[src/rtl/periph_bus_arbiter_pkg.sv]
// Shared definitions for the peripheral bus arbiter: bus widths and FSM state encoding.
package periph_bus_arbiter_pkg;

  localparam int unsigned PbusAw = 32;
  localparam int unsigned PbusDw = 32;

  typedef enum logic [1:0] {
    StIdle   = 2'd0,
    StIssue  = 2'd1,
    StRdWait = 2'd2,
    StAck    = 2'd3
  } pbus_state_e;

endpackage

[src/rtl/periph_bus_arbiter_rr_arbiter.sv]
// Combinational round-robin picker: first set request at or after ptr_i, wrapping modulo N.
module rr_arbiter #(
  parameter int unsigned N    = 2,
  parameter int unsigned PtrW = (N > 1) ? $clog2(N) : 1
) (
  input  logic [N-1:0]    req_i,
  input  logic [PtrW-1:0] ptr_i,
  output logic [N-1:0]    gnt_o,
  output logic [PtrW-1:0] idx_o,
  output logic            valid_o
);

  int unsigned     sum;
  logic [PtrW-1:0] cand;
  logic            found;

  // Walk ptr, ptr+1, ... and grant the first requester found.
  always_comb begin
    gnt_o = '0;
    idx_o = '0;
    found = 1'b0;
    sum   = 0;
    cand  = '0;
    for (int unsigned k = 0; k < N; k++) begin
      sum = 32'(ptr_i) + k;
      if (sum >= N) begin
        sum = sum - N;
      end
      cand = PtrW'(sum);
      if (!found && req_i[cand]) begin
        found       = 1'b1;
        gnt_o[cand] = 1'b1;
        idx_o       = cand;
      end
    end
    valid_o = found;
  end

endmodule

[src/rtl/periph_bus_arbiter.sv]
// Round-robin arbiter sharing the single peripheral bus between NUM_MASTERS requesters.
// One transfer at a time: IDLE -> ISSUE -> (RDWAIT) -> ACK. All outputs are registered.
module periph_bus_arbiter
  import periph_bus_arbiter_pkg::*;
#(
  parameter int unsigned NUM_MASTERS = 2
) (
  input  logic                          clk_i,
  input  logic                          rst_i,
  input  logic [NUM_MASTERS-1:0]        m_req_i,
  input  logic [NUM_MASTERS-1:0]        m_we_i,
  input  logic [PbusAw*NUM_MASTERS-1:0] m_addr_i,
  input  logic [PbusDw*NUM_MASTERS-1:0] m_wdata_i,
  output logic [NUM_MASTERS-1:0]        m_ack_o,
  output logic [PbusDw-1:0]             m_rdata_o,
  output logic [PbusAw-1:0]             sys_w_addr_o,
  output logic [PbusAw-1:0]             sys_r_addr_o,
  output logic [PbusDw-1:0]             sys_w_line_o,
  input  logic [PbusDw-1:0]             sys_r_line_i,
  output logic                          sys_w_o,
  output logic                          sys_r_o
);

  localparam int unsigned PtrW = $clog2(NUM_MASTERS);

  pbus_state_e              state_q;
  logic [PtrW-1:0]          ptr_q;
  logic [PtrW-1:0]          gnt_q;
  logic                     we_q;
  logic [PbusAw-1:0]        addr_q;
  logic [PbusDw-1:0]        wdata_q;
  logic [NUM_MASTERS-1:0]   m_ack_q;
  logic [PbusDw-1:0]        m_rdata_q;
  logic [PbusAw-1:0]        sys_w_addr_q;
  logic [PbusAw-1:0]        sys_r_addr_q;
  logic [PbusDw-1:0]        sys_w_line_q;
  logic                     sys_w_q;
  logic                     sys_r_q;

  logic [NUM_MASTERS-1:0]   arb_gnt;
  logic [PtrW-1:0]          arb_idx;
  logic                     arb_valid;

  rr_arbiter #(
    .N    (NUM_MASTERS),
    .PtrW (PtrW)
  ) u_rr (
    .req_i   (m_req_i),
    .ptr_i   (ptr_q),
    .gnt_o   (arb_gnt),
    .idx_o   (arb_idx),
    .valid_o (arb_valid)
  );

  // Transfer sequencer; strobes and ack default low so each is a single-cycle pulse.
  always_ff @(posedge clk_i) begin
    if (rst_i) begin
      state_q      <= StIdle;
      ptr_q        <= '0;
      gnt_q        <= '0;
      we_q         <= 1'b0;
      addr_q       <= '0;
      wdata_q      <= '0;
      m_ack_q      <= '0;
      m_rdata_q    <= '0;
      sys_w_addr_q <= '0;
      sys_r_addr_q <= '0;
      sys_w_line_q <= '0;
      sys_w_q      <= 1'b0;
      sys_r_q      <= 1'b0;
    end else begin
      m_ack_q <= '0;
      sys_w_q <= 1'b0;
      sys_r_q <= 1'b0;
      unique case (state_q)
        StIdle: begin
          if (arb_valid) begin
            gnt_q   <= arb_idx;
            we_q    <= m_we_i[arb_idx];
            addr_q  <= m_addr_i[arb_idx*PbusAw +: PbusAw];
            wdata_q <= m_wdata_i[arb_idx*PbusDw +: PbusDw];
            state_q <= StIssue;
          end
        end
        StIssue: begin
          sys_w_addr_q <= addr_q;
          sys_r_addr_q <= addr_q;
          if (we_q) begin
            sys_w_q      <= 1'b1;
            sys_w_line_q <= wdata_q;
            state_q      <= StAck;
          end else begin
            sys_r_q <= 1'b1;
            state_q <= StRdWait;
          end
        end
        StRdWait: begin
          // Peripheral samples the strobe on this edge and drives read data next cycle.
          state_q <= StAck;
        end
        StAck: begin
          // Read data becomes valid on the bus in this cycle; capture it with the ack.
          if (!we_q) begin
            m_rdata_q <= sys_r_line_i;
          end
          m_ack_q[gnt_q] <= 1'b1;
          ptr_q          <= (gnt_q == PtrW'(NUM_MASTERS - 1)) ? '0 : gnt_q + 1'b1;
          state_q        <= StIdle;
        end
        default: state_q <= StIdle;
      endcase
    end
  end

  assign m_ack_o      = m_ack_q;
  assign m_rdata_o    = m_rdata_q;
  assign sys_w_addr_o = sys_w_addr_q;
  assign sys_r_addr_o = sys_r_addr_q;
  assign sys_w_line_o = sys_w_line_q;
  assign sys_w_o      = sys_w_q;
  assign sys_r_o      = sys_r_q;

  logic unused_gnt;
  assign unused_gnt = ^arb_gnt;

endmodule

[config.mk]
export PLATFORM = sky130hd
export DESIGN_NAME = periph_bus_arbiter
export DESIGN_NICKNAME = d
export VERILOG_FILES = /design/src/rtl/periph_bus_arbiter_pkg.sv /design/src/rtl/periph_bus_arbiter_rr_arbiter.sv /design/src/rtl/periph_bus_arbiter.sv
export SDC_FILE = /design/constraint.sdc
export NUM_CORES = 1
export LEC_CHECK = 0
export ABC_AREA = 1
export CAP_MARGIN = 10
export CORE_UTILIZATION = 47
export DETAILED_ROUTE_END_ITERATION = 12
export GPL_ROUTABILITY_DRIVEN = 0
export PLACE_DENSITY_LB_ADDON = 0.3
export SLEW_MARGIN = 20
export SYNTH_ARGS = -nofsm -noshare
export SYNTH_HDL_FRONTEND = slang
export SYNTH_HIERARCHICAL = 1
export SYNTH_SLANG_ARGS = --single-unit
[constraint.sdc]
create_clock -name clk_i -period 3.9 [get_ports clk_i]
set_input_delay 0.78 -clock clk_i [delete_from_list [all_inputs] [get_ports clk_i]]
set_output_delay 0.78 -clock clk_i [all_outputs]
set_load 0.05 [all_outputs]
==> flow_metrics.tcl <==
set metrics [dict create \
    status "finished, final reports clean" \
    antenna_left 0 \
    top_layer "met4" \
    seqPwrFrac_pct 31.7 \
    postCtsSetupBuffers 0 \
    finClkSkew_ns 0.00565 \
    syn_inst 1018 \
    dr.pass1.iters 5 \
    yosysWarningCount 6 \
    diodes 0 \
    swShare_pct 43.6 \
    syn_area_mm2 0.00723 \
    clkSlewWorstSetupHoldPaths_ns 0.06 \
    rsz0062_at_grt "no" \
    cap_violations 0 \
    ctsHoldBuffers 0 \
    initial_utilization_pct 49.0 \
    fp.dieH_um 126 \
    max_freq_ghz 0.401 \
    crit_arrival_ns 2.81 \
    worstMarginPinSlew_ns 0.924 \
    ir_drop_uv 465 \
    period_share_pct 64.0 \
    wl_met3_um 1180 \
    htreeDepth 4 \
    p_comb_share_pct 47.5 \
    grt_pass1_vias 6549 \
    area_delta_synth_final_pct 45.7 \
    cp.required_ns 4.22 \
    cts.sink_count 169 \
    grt_max_degree 70 \
    vias 6975 \
    rows 44 \
    pin_count 298 \
    power_density_mw_per_mm2 756 \
    crit_path_max_fanout 36 \
    avgRoutedWirePerCell_um 13.6 \
    p_sw_mw 3.47 \
    routed-wl-met2_um 10200 \
    fin_crit_ns 2.50 \
    core_area_mm2 0.0148 \
    numCtsBuffers 17 \
    nets 1418 \
    critPathKind "input pin to flop" \
    clk_latency_ns 0.42 \
    synth_nets 1188 \
    via_per_inst 4.83 \
    cts_tree "yes" \
    timing.setup.tns_ns 0 \
    avgSynthCellArea_um2 7.10 \
    routedLengthMet1_um 7850 \
    antenna_found_initial 0 \
    p_int_mw 4.49 \
    wl_um 19600 \
    power.share.clock_pct 20.8 \
    hold_viol 0 \
    start_kind "input pin" \
    final_util_pct 71.4 \
    hpwl_um 13300 \
    setup_viol 0 \
    drc 0 \
    p_leak_nw 4.74 \
    cts_resized 0 \
    io_buffer_count 297 \
    die_area_mm2 0.0159 \
    relSlewSlack_pct 38.3 \
    drt_iter0_drc 326 \
    hp-class "flop to flop" \
    die_w_um 126 \
    root_buffer "clkbuf_16" \
    grt_overflow 0 \
    endpoint_kind "flop" \
    grt_pass1_wl_um 31500 \
    cts.path.max_buffers 2 \
    drv_slew 0 \
    layout-drive-gt1-share_pct 5.16 \
    grt.total_usage_pct 25.0 \
]
[layout make-up]
| class | count | area (µm²) |
|---|---|---|
| Multi-Input combinational cell | 640 | 2860 |
| Timing Repair Buffer | 307 | 3060 |
| Tap cell | 184 | 230 |
| Sequential cell | 169 | 3380 |
| Fill cell | 1199 | 4230 |
| Clock inverter | 8 | 123 |
| Clock buffer | 22 | 454 |
| Inverter | 113 | 427 |
[power by group through the flow]
stage | Clock, mW | Sequential [mW] | Combinational (mW)
6_report | 1.66 | 2.52 | 3.78
2_1_floorplan | 0 | 3.37 | 1.96
5_1_grt | 1.76 | 2.59 | 4.06
3_5_place_dp | 0 | 2.55 | 3.78
3_3_place_gp | 0 | 2.54 | 3.72
4_1_cts | 1.68 | 2.52 | 3.81
[state kept, by name, indices dropped and copies added (netlist names)]
name	flops
addr_q	32
m_rdata_o	32
sys_r_addr_o	32
sys_w_line_o	32
wdata_q	32
m_ack_o	2
state_q	2
gnt_q	1
ptr_q	1
sys_r_o	1
sys_w_o	1
we_q	1
[final timing paths]
check / endpoint / slack (ns) / from / cells past startpoint
max reg2reg: sys_w_line_o[30] / 1.57 / state_q[0] / 7
min: m_ack_o[0] / 0.45 / gnt_q / 1
min reg2reg: m_ack_o[0] / 0.45 / gnt_q / 1
max: addr_q[2] / 1.40 / m_req_i[0] / 9
[worst max-delay path, stage by stage]
cell	delay, ns
clkdlybuf4s50_1	0.53
inv_1	0.06
nand2_1	0.13
nand2_4	0.26
inv_4	0.40
buf_4	0.34
nand3_1	0.12
nand2_1	0.11
inv_1	0.06
[metrics by stage]
step	cell area (µm²)	std cells	hold WS [ns]	power [mW]	setup slack, ns
detailed placement	9950	1413	0.432	6.33	1.02
global route	10500	1443	0.471	8.41	1.27
floorplan	7230	1018	0.408	5.33	2.17
finish	10500	1443	0.446	7.96	1.40
CTS	10500	1443	0.447	8.01	1.40
global placement	9950	1413	0.423	6.25	1.08
[placed cells by master, fill, tap and decap left out, drive strengths merged]
| master | n |
|---|---|
| ha | 4 |
| bufinv | 3 |
| nand3 | 67 |
| nor2 | 194 |
| o21ai | 98 |
| inv | 113 |
| buf | 11 |
| clkinv | 2 |
| clkinvlp | 3 |
| clkdlybuf4s50 | 296 |
| nor3 | 1 |
| a21oi | 70 |
| dfxtp | 169 |
| clkbuf | 22 |
| nand2 | 206 |
[metal layers]
layer  global-route usage [%]  up-vias
met5                        0        -
met3                     5.69       35
met1                     27.9     3122
met2                     45.2      242
met4                     10.8        0
li1                         -     3576
No activity file was read; power rests on OpenSTA's default activity.
